<file path="config.mk">
export PLATFORM = sky130hd
export DESIGN_NAME = multi_debouncer
export DESIGN_NICKNAME = d
export VERILOG_FILES = /design/src/rtl/multi_debouncer.sv
export SDC_FILE = /design/constraint.sdc
export NUM_CORES = 1
export LEC_CHECK = 0
export BUFFER_PORTS_ARGS = -buffer_cell sky130_fd_sc_hd__buf_2
export CAP_MARGIN = 20
export CELL_PAD_IN_SITES_DETAIL_PLACEMENT = 2
export CELL_PAD_IN_SITES_GLOBAL_PLACEMENT = 2
export CORE_ASPECT_RATIO = 0.5
export CORE_MARGIN = 2
export CORE_UTILIZATION = 43
export CTS_BUF_LIST = sky130_fd_sc_hd__clkbuf_16
export DETAILED_ROUTE_END_ITERATION = 10
export PLACE_DENSITY_LB_ADDON = 0.15
export SLEW_MARGIN = 20
export SYNTH_ARGS = -nofsm -noshare
export SYNTH_HDL_FRONTEND = slang
export SYNTH_SLANG_ARGS = --single-unit
</file>
<file path="constraint.sdc">
create_clock -name clk -period 6.7 [get_ports clk]
set_input_delay 1.675 -clock clk [delete_from_list [all_inputs] [get_ports clk]]
set_output_delay 1.675 -clock clk [all_outputs]
set_load 0.01 [all_outputs]
</file>
<file path="src/rtl/multi_debouncer.sv">
// -----------------------------------------------------------------------------
// multi_debouncer
//
// N-channel push-button conditioner. Every channel is an independent
// debounce_lane: two-flop synchroniser, stable-sample filter that advances
// only on tick, registered press/release pulses and an optional auto-repeat
// generator that fires while the button is held.
//
// Ports
//   clk            system clock
//   reset          asynchronous, active-high reset (all state to 0)
//   tick           sample-enable strobe; filter and repeat counters only
//                  advance on clk edges with tick=1
//   raw[N]         asynchronous button inputs, active-high
//   level[N]       debounced level per channel
//   press[N]       one-clk pulse on accepted 0->1 of level
//   release_pulse[N] one-clk pulse on accepted 1->0 of level
//   repeat_pulse[N]  one-clk auto-repeat pulse while held
//   any_press      OR of the press bits, registered on the same edge
// -----------------------------------------------------------------------------

// -----------------------------------------------------------------------------
// debounce_lane
//
// One channel of the conditioner.
//
// Ports
//   clk, reset, tick   as in the top level
//   raw                asynchronous button input
//   level              debounced level
//   press              one-clk pulse when level is accepted high
//   release_pulse      one-clk pulse when level is accepted low
//   repeat_pulse       one-clk auto-repeat pulse
//   press_next         value press takes on the coming edge; lets the top
//                      level register any_press alongside press
// -----------------------------------------------------------------------------
module debounce_lane #(
  parameter int STABLE_TICKS = 4,
  parameter int REPEAT_EN    = 1,
  parameter int HOLD_TICKS   = 500,
  parameter int REPEAT_TICKS = 100
) (
  input  logic clk,
  input  logic reset,
  input  logic tick,
  input  logic raw,
  output logic level,
  output logic press,
  output logic release_pulse,
  output logic repeat_pulse,
  output logic press_next
);

  localparam int CW   = $clog2(STABLE_TICKS + 1);
  localparam int HMAX = (HOLD_TICKS > REPEAT_TICKS) ? HOLD_TICKS : REPEAT_TICKS;
  localparam int HCW  = $clog2(HMAX + 1);

  // ---------------------------------------------------------------------------
  // Synchroniser: runs every clk, independent of tick.
  // ---------------------------------------------------------------------------
  logic s1, s2;

  always_ff @(posedge clk or posedge reset) begin
    if (reset) begin
      s1 <= 1'b0;
      s2 <= 1'b0;
    end else begin
      s1 <= raw;
      s2 <= s1;
    end
  end

  // ---------------------------------------------------------------------------
  // Stable-sample filter. cnt counts consecutive tick samples that disagree
  // with the current level; any agreeing sample clears it, so a disturbance
  // shorter than STABLE_TICKS ticks never reaches level.
  // ---------------------------------------------------------------------------
  logic [CW-1:0] cnt;
  logic          differ;
  logic          accept;
  logic          fall;

  assign differ     = s2 ^ level;
  assign accept     = tick & differ & (cnt == CW'(STABLE_TICKS - 1));
  assign press_next = accept & ~level;
  assign fall       = accept & level;

  always_ff @(posedge clk or posedge reset) begin
    if (reset) begin
      level         <= 1'b0;
      cnt           <= '0;
      press         <= 1'b0;
      release_pulse <= 1'b0;
    end else begin
      // Pulses are registered on the same edge that moves level; the filter
      // needs STABLE_TICKS ticks between changes, so they self-clear.
      press         <= press_next;
      release_pulse <= fall;
      if (tick) begin
        if (!differ) begin
          cnt <= '0;
        end else if (accept) begin
          level <= s2;
          cnt   <= '0;
        end else begin
          cnt <= cnt + CW'(1);
        end
      end
    end
  end

  // ---------------------------------------------------------------------------
  // Auto-repeat. Decisions use the pre-edge level: the press edge itself sees
  // level=0 and clears hc, so the first repeat lands exactly HOLD_TICKS ticks
  // after press. IDLE with level=1 (the first tick after press) behaves as
  // HOLD. A press can only occur with level=0 and a repeat only with level=1,
  // so the two never coincide on a channel.
  // ---------------------------------------------------------------------------
  typedef enum logic [1:0] {
    IDLE = 2'd0,
    HOLD = 2'd1,
    RPT  = 2'd2
  } rpt_state_t;

  if (REPEAT_EN != 0) begin : g_rpt
    rpt_state_t     state;
    logic [HCW-1:0] hc;

    always_ff @(posedge clk or posedge reset) begin
      if (reset) begin
        state        <= IDLE;
        hc           <= '0;
        repeat_pulse <= 1'b0;
      end else begin
        repeat_pulse <= 1'b0;
        if (tick) begin
          if (!level || fall) begin
            // Released, or releasing on this very edge: no pulse, restart.
            state <= IDLE;
            hc    <= '0;
          end else if (state == RPT) begin
            if (hc == HCW'(REPEAT_TICKS - 1)) begin
              repeat_pulse <= 1'b1;
              hc           <= '0;
            end else begin
              hc <= hc + HCW'(1);
            end
          end else begin
            if (hc == HCW'(HOLD_TICKS - 1)) begin
              repeat_pulse <= 1'b1;
              hc           <= '0;
              state        <= RPT;
            end else begin
              hc    <= hc + HCW'(1);
              state <= HOLD;
            end
          end
        end
      end
    end
  end else begin : g_no_rpt
    assign repeat_pulse = 1'b0;
  end

endmodule

// -----------------------------------------------------------------------------
// Top level: one lane per channel plus the shared any_press register.
// -----------------------------------------------------------------------------
module multi_debouncer #(
  parameter int N            = 4,
  parameter int STABLE_TICKS = 4,
  parameter int REPEAT_EN    = 1,
  parameter int HOLD_TICKS   = 500,
  parameter int REPEAT_TICKS = 100
) (
  input  logic         clk,
  input  logic         reset,
  input  logic         tick,
  input  logic [N-1:0] raw,
  output logic [N-1:0] level,
  output logic [N-1:0] press,
  output logic [N-1:0] release_pulse,
  output logic [N-1:0] repeat_pulse,
  output logic         any_press
);

  logic [N-1:0] press_next;

  for (genvar i = 0; i < N; i++) begin : g_lane
    debounce_lane #(
      .STABLE_TICKS (STABLE_TICKS),
      .REPEAT_EN    (REPEAT_EN),
      .HOLD_TICKS   (HOLD_TICKS),
      .REPEAT_TICKS (REPEAT_TICKS)
    ) u_lane (
      .clk           (clk),
      .reset         (reset),
      .tick          (tick),
      .raw           (raw[i]),
      .level         (level[i]),
      .press         (press[i]),
      .release_pulse (release_pulse[i]),
      .repeat_pulse  (repeat_pulse[i]),
      .press_next    (press_next[i])
    );
  end

  // Registered from the lanes' next-press terms so it is high on exactly the
  // cycles where some press bit is high.
  always_ff @(posedge clk or posedge reset) begin
    if (reset) any_press <= 1'b0;
    else       any_press <= |press_next;
  end

endmodule

</file>
==> metrics, run 1 <==
WL per Instance=18.6 um; PnR worst setup slack=3.18 ns; Mapped Nets=402; fin nets=410; CP endpoint kind=flop; RR Endpoint=g_lane[2].u_lane.g_rpt.hc[7]$_DFFE_PP0P_; Distinct cells, synth=58; Final Cycle Share=52.5%; Post-Syn Area=3990 um2; clk sinks=81; syn_area_per_cell=10.3 um2; startpoint types=input pin; VDD IR max=0.125 mV; Diodes inserted=0; row count=24; post-CTS resize count=0; Post-synth top flop=dfrtp_1; CTS tree=done; synthesis-to-finish area growth=9.51%; GP Congestion=0.746; post-route ant nets=0; height of the die=72.1 um; fin util=49.3%; Slew @ Worst Pin=0.979 ns; final non-filler cell total=516; post-route minimum period=3.52 ns; Synth Instances=387; r2r startpoint=g_lane[2].u_lane.cnt[0]$_DFFE_PP0P_; clock-pin slew on the worst setup and hold paths=0.06 ns; vias per cell=5.66; worst path cell trace=buf_2, inv_1, or3_1, a21oi_1, a21o_1; DP HPWL=6520 um; count leader, synth=dfrtp_1; placement-stage cell area=4090 um2; drt initial violations=127; post-CTS setup repair buffer count=0; placed cell count=501; EDFF count, synth=0; Setup Total Neg Slack=0 ns; H-tree levels=3; FFs w/ async S/R, synth=100%; Crit-path slowest cell=inv_1; Hold Path Class=reg2reg; Core Box Area=8860 um2; R2R Setup Slk=4.89 ns; Skew-Pair Late Insertion Delay=0.34 ns; Port Buffers=23; clock skew=0.00359 ns; leakage=1.93 nW; Seq cells post-synth=81; Cells on Worst Hold Path=0; top cell type's share of synthesized area=50.8%; Slew HR=34.7%; post-synthesis sequential area ratio=50.8%; startpoint of the worst hold path=g_lane[2].u_lane.s1$_DFF_PP0_; endpoints failing setup=0; synth top area cells=dfrtp_1 (51%), nand2_1 (3.7%), buf_4 (3.4%); Root Buffer Master=clkbuf_16; pwr/cell area=320 nW/um2; total of warnings raised by yosys=0; die area=10100 um2; CP arrival=3.80 ns; area leader, netlist=dfrtp_1; RSZ-0062 raised after global routing=false; final hold slack=0.348 ns; status=finished, final reports clean; largest net degree at the start of global routing=82; CP max FO=43; vias in the first global route=3213; pre-CTS setup slack=2.81 ns; WL final=9570 um; Setup CP Type=in2reg; # DRC=0; PnR Total Power=1.40 mW; initial antenna violation count=0; total track usage=21.1%; via count=2919; Max Root-Sink Buffers=2; Post-synth top cells=dfrtp_1 (81), nand2_1 (39), nor2_1 (19); fin area=4370 um2; WHS Endpoint=g_lane[2].u_lane.s2$_DFF_PP0_; fmax=284 MHz; CP Data Required Time=6.98 ns; TritonCTS Buffers=9; layout filler cell count=918; die span in x=140 um; hold_buf cts=0; global-route wire length before repair=16500 um; Max stage delay on crit path=0.70 ns; Pins Over Slew Limit=0; Reg2Reg Depth=5; layout cells sized above 1=15.0%; GRT overflow=0; Initial Util=45.0%; max cap viols=0; Pre-antenna DRT Iters=4; # IOs=24; final hold violations=0
## worst max-delay path, delay by kind of cell
family | cells | cell delay (ns)
and+or+nand+nor | 1 | 0.53
buffers and inverters | 2 | 1.33
AOI/OAI and AO/OA | 2 | 0.24
## cell type report
class	count	area (um2)	share of cell area [%]
timing repair buffer	25	134	3.07
clock buffer	9	225	5.16
tap	117	146	3.35
multi-input combinational	266	1740	39.8
inverter	12	46.3	1.06
clock inverter	6	51.3	1.18
sequential	81	2030	46.4
## logic make-up (layout without fill, tap and decap cells)
| logic type | count (synthesis) | in the layout | share of synthesized area (%) |
|---|---|---|---|
| fa+ha+maj | 8 | 8 | 2.51 |
| flops | 81 | 81 | 50.8 |
| xor+xnor | 17 | 17 | 3.74 |
| buf+inv | 40 | 52 | 5.62 |
| compound gates | 85 | 85 | 14.8 |
| mux | 10 | 10 | 2.95 |
| simple gates | 146 | 146 | 19.5 |
## layer usage
metal  wire length [um]  vias up  track usage [%]  share of wire, %
met5                  0        -                0                 0
met4                 66        0             4.49              0.69
met3                264        7             6.40               2.8
met2               4800       18             36.9                50
met1               4440     1523             26.4                46
li1                   -     1371                -                 -
## worst max path at each step
stage	start	endpoint	slack, ns	depth (start not counted)
final	tick	g_lane[1].u_lane.g_rpt.hc[3]$_DFFE_PP0P_	3.18	5
after global routing	tick	g_lane[2].u_lane.g_rpt.hc[2]$_DFFE_PP0P_	2.93	5
after CTS	tick	g_lane[1].u_lane.g_rpt.hc[3]$_DFFE_PP0P_	3.16	5
after detailed placement	tick	g_lane[1].u_lane.g_rpt.hc[3]$_DFFE_PP0P_	2.81	5
after global placement	tick	g_lane[1].u_lane.g_rpt.hc[3]$_DFFE_PP0P_	2.89	5
after floorplan	reset	any_press$_DFF_PP0_	2.94	1
## where the power goes
group	total, mW	internal [mW]	switching, mW
logic	0.304	0.124	0.180
registers	0.619	0.553	0.0658
clock network	0.473	0.281	0.192
total	1.40	0.958	0.438
## state kept, by name, summed over array words and instances, names as in the netlist
name                         count
any_press                        1
g_lane.u_lane.cnt               12
g_lane.u_lane.g_rpt.hc          36
g_lane.u_lane.g_rpt.state        8
g_lane.u_lane.level              4
g_lane.u_lane.press              4
g_lane.u_lane.release_pulse      4
g_lane.u_lane.repeat_pulse       4
g_lane.u_lane.s1                 4
g_lane.u_lane.s2                 4
## placed cells by master (no fill, tap or decap), types with 7 or more instances in the layout
master,netlist,final
dfrtp_1,81,81
nor3_1,14,14
ha_1,8,8
o21ai_0,18,18
nand2_1,39,39
clkbuf_16,0,9
nand2b_1,10,10
nand3_1,16,16
inv_1,12,12
nor2_1,19,19
xnor2_1,12,12
or3_1,10,10
mux2_2,7,7
o2bb2ai_1,8,8
buf_2,5,23
a21oi_1,18,18
No activity file was read; power rests on OpenSTA's default activity.
==> run 2, diff against run 1 <==
--- a/config.mk
+++ b/config.mk
@@ -11,7 +11,7 @@
 export CELL_PAD_IN_SITES_GLOBAL_PLACEMENT = 2
 export CORE_ASPECT_RATIO = 0.5
 export CORE_MARGIN = 2
-export CORE_UTILIZATION = 43
+export CORE_UTILIZATION = 36
 export CTS_BUF_LIST = sky130_fd_sc_hd__clkbuf_16
 export DETAILED_ROUTE_END_ITERATION = 10
 export PLACE_DENSITY_LB_ADDON = 0.15
==> constraint.sdc (replaced) <==
create_clock -name clk -period 3.2 [get_ports clk]
set_input_delay 0.8 -clock clk [delete_from_list [all_inputs] [get_ports clk]]
set_output_delay 0.8 -clock clk [all_outputs]
set_load 0.01 [all_outputs]
==> metrics, run 2 (synthesized netlist as in run 1, its figures left out) <==
status=finished, final reports clean (unchanged); fmax=491 MHz; startpoint of the worst hold path=g_lane[3].u_lane.s1$_DFF_PP0_ (was g_lane[2].u_lane.s1$_DFF_PP0_); placement-stage cell area=4150 um2 (was 4090 um2); commonest non-fill, non-tap cell in the layout=dfrtp_1 (unchanged); die span in x=153 um (was 140 um); DP HPWL=7030 um (was 6520 um); GRT overflow=0 (unchanged); Setup CP Type=in2reg (unchanged); # IOs=24 (unchanged); leakage=1.95 nW (was 1.93 nW); Crit-path slowest cell=or4_1 (was inv_1); drt initial violations=94 (was 127); TritonCTS Buffers=9 (unchanged); hold_buf cts=0 (unchanged); H-tree levels=3 (unchanged); Slew @ Worst Pin=0.611 ns (was 0.979 ns); Max stage delay on crit path=0.42 ns (was 0.70 ns); height of the die=78.4 um (was 72.1 um); final hold slack=0.358 ns (was 0.348 ns); r2r startpoint=g_lane[2].u_lane.cnt[0]$_DFFE_PP0P_ (unchanged); Port Buffers=23 (unchanged); Largest Register=g_lane.u_lane.g_rpt.hc (unchanged); Pre-antenna DRT Iters=4 (unchanged); Max Root-Sink Buffers=2 (unchanged); most frequent cells in the layout=dfrtp_1 (81), nand2_1 (39), buf_2 (23), nor2_1 (19) (unchanged); Top Registers=g_lane.u_lane.g_rpt.hc (36), g_lane.u_lane.cnt (12), g_lane.u_lane.g_rpt.state (8) (unchanged); initial antenna violation count=0 (unchanged); Root Buffer Master=clkbuf_16 (unchanged); endpoints failing setup=0 (unchanged); final hold violations=0 (unchanged); total track usage=18.5% (was 21.1%); Slew HR=59.0% (was 34.7%); max layer used=met4 (unchanged); WL per Instance=18.3 um (was 18.6 um); Met2 Wirelength=5060 um (was 4800 um); fin nets=414 (was 410); layout cells sized above 1=16.3% (was 15.0%); CTS tree=done (unchanged); R2R Setup Slk=1.35 ns (was 4.89 ns); max cap viols=0 (unchanged); Pins Over Slew Limit=0 (unchanged); vias in the first global route=3364 (was 3213); clock-pin slew on the worst setup and hold paths=0.06 ns (about the same); Skew-Pair Late Insertion Delay=0.35 ns (was 0.34 ns); via count=2947 (was 2919); WL final=10100 um (was 9570 um); Diodes inserted=0 (unchanged); Initial Util=36.6% (was 45.0%); Setup Total Neg Slack=0 ns (unchanged); vias per cell=5.37 (was 5.66); Hold Path Class=reg2reg (unchanged); post-route minimum period=2.04 ns; clock skew=0.00644 ns (was 0.00359 ns); DR WL met3=275 um (was 264 um); row count=27 (was 24); pwr/cell area=681 nW/um2 (was 320 nW/um2); max FFs per register=36 (unchanged); global-route wire length before repair=17500 um (was 16500 um); worst path cell trace=buf_2, buf_4, nand2_1, or4_1, xor2_1, a21oi_1 (was buf_2, inv_1, or3_1, a21oi_1, a21o_1); CP endpoint kind=flop (unchanged); CP arrival=2.31 ns (was 3.80 ns); pre-CTS setup slack=0.823 ns (was 2.81 ns); post-route ant nets=0 (unchanged); fin area=4460 um2 (was 4370 um2); Core Box Area=10900 um2 (was 8860 um2); VDD IR max=0.277 mV (was 0.125 mV); synthesis-to-finish area growth=11.9% (was 9.51%); Crit. Startpoint=tick (unchanged); met1 wire length=4640 um (was 4440 um); startpoint types=input pin (unchanged); largest net degree at the start of global routing=32 (was 82); CP Data Required Time=3.47 ns (was 6.98 ns); CP max FO=31 (was 43); Final Cycle Share=63.6%; post-CTS resize count=0 (unchanged); GP Congestion=0.818 (was 0.746); post-CTS setup repair buffer count=0 (unchanged); PnR Total Power=3.04 mW (was 1.40 mW); clk sinks=81 (unchanged); PnR worst setup slack=1.16 ns (was 3.18 ns); # DRC=0 (unchanged); RSZ-0062 raised after global routing=false (unchanged); die area=12000 um2 (was 10100 um2)
## run 2: cell types whose count changed in the layout (fill, tap and decap cells not counted), sizes merged
cell,before,now
buf,25,29
bufinv,1,2
inv,12,11
clkinvlp,0,1
## run 2: final timing paths
path	cells past startpoint	endpoint
worst max register to register	5	g_lane[2].u_lane.g_rpt.hc[2]$_DFFE_PP0P_
min in group asynchronous	2	g_lane[1].u_lane.g_rpt.hc[4]$_DFFE_PP0P_
worst min-delay path	0	g_lane[3].u_lane.s2$_DFF_PP0_
max in group asynchronous	3	g_lane[1].u_lane.cnt[2]$_DFFE_PP0P_
worst max-delay path	6	g_lane[2].u_lane.g_rpt.hc[8]$_DFFE_PP0P_
worst min register to register	0	g_lane[3].u_lane.s2$_DFF_PP0_
## run 2: area by class of cell
type | count | area (um2)
multi-input cells | 266 | 1740
repair buffers | 29 | 160
fillers | 1184 | 6420
inverters | 12 | 46.3
clock buffers | 9 | 225
flip-flops and latches | 81 | 2030
well taps | 145 | 181
clock inverters | 7 | 85.1
## run 2: through the flow
stage,utilization [%],std cells
3_5_place_dp,38.2,533
3_3_place_gp,38.2,533
2_1_floorplan,-,387
6_report,41.0,549
5_1_grt,41.0,549
4_1_cts,41.0,549
## run 2: critical path: cells and delay by family
family	cells	cell delay, ns
AO/OA/AOI/OAI	1	0.11
AND/OR/NAND/NOR	2	0.50
XOR/XNOR	1	0.16
buffers and inverters	2	0.72
## run 2: power by group
group	switching [mW]	internal, mW
registers	0.142	1.16
clock network	0.425	0.675
logic	0.377	0.262
## run 2: per-layer routing
layer  vias to the layer above  track usage (%)
met3                         9             4.91
met4                         0             5.37
met2                        23             31.9
met5                         -                0
li1                       1384                -
met1                      1531             23.0
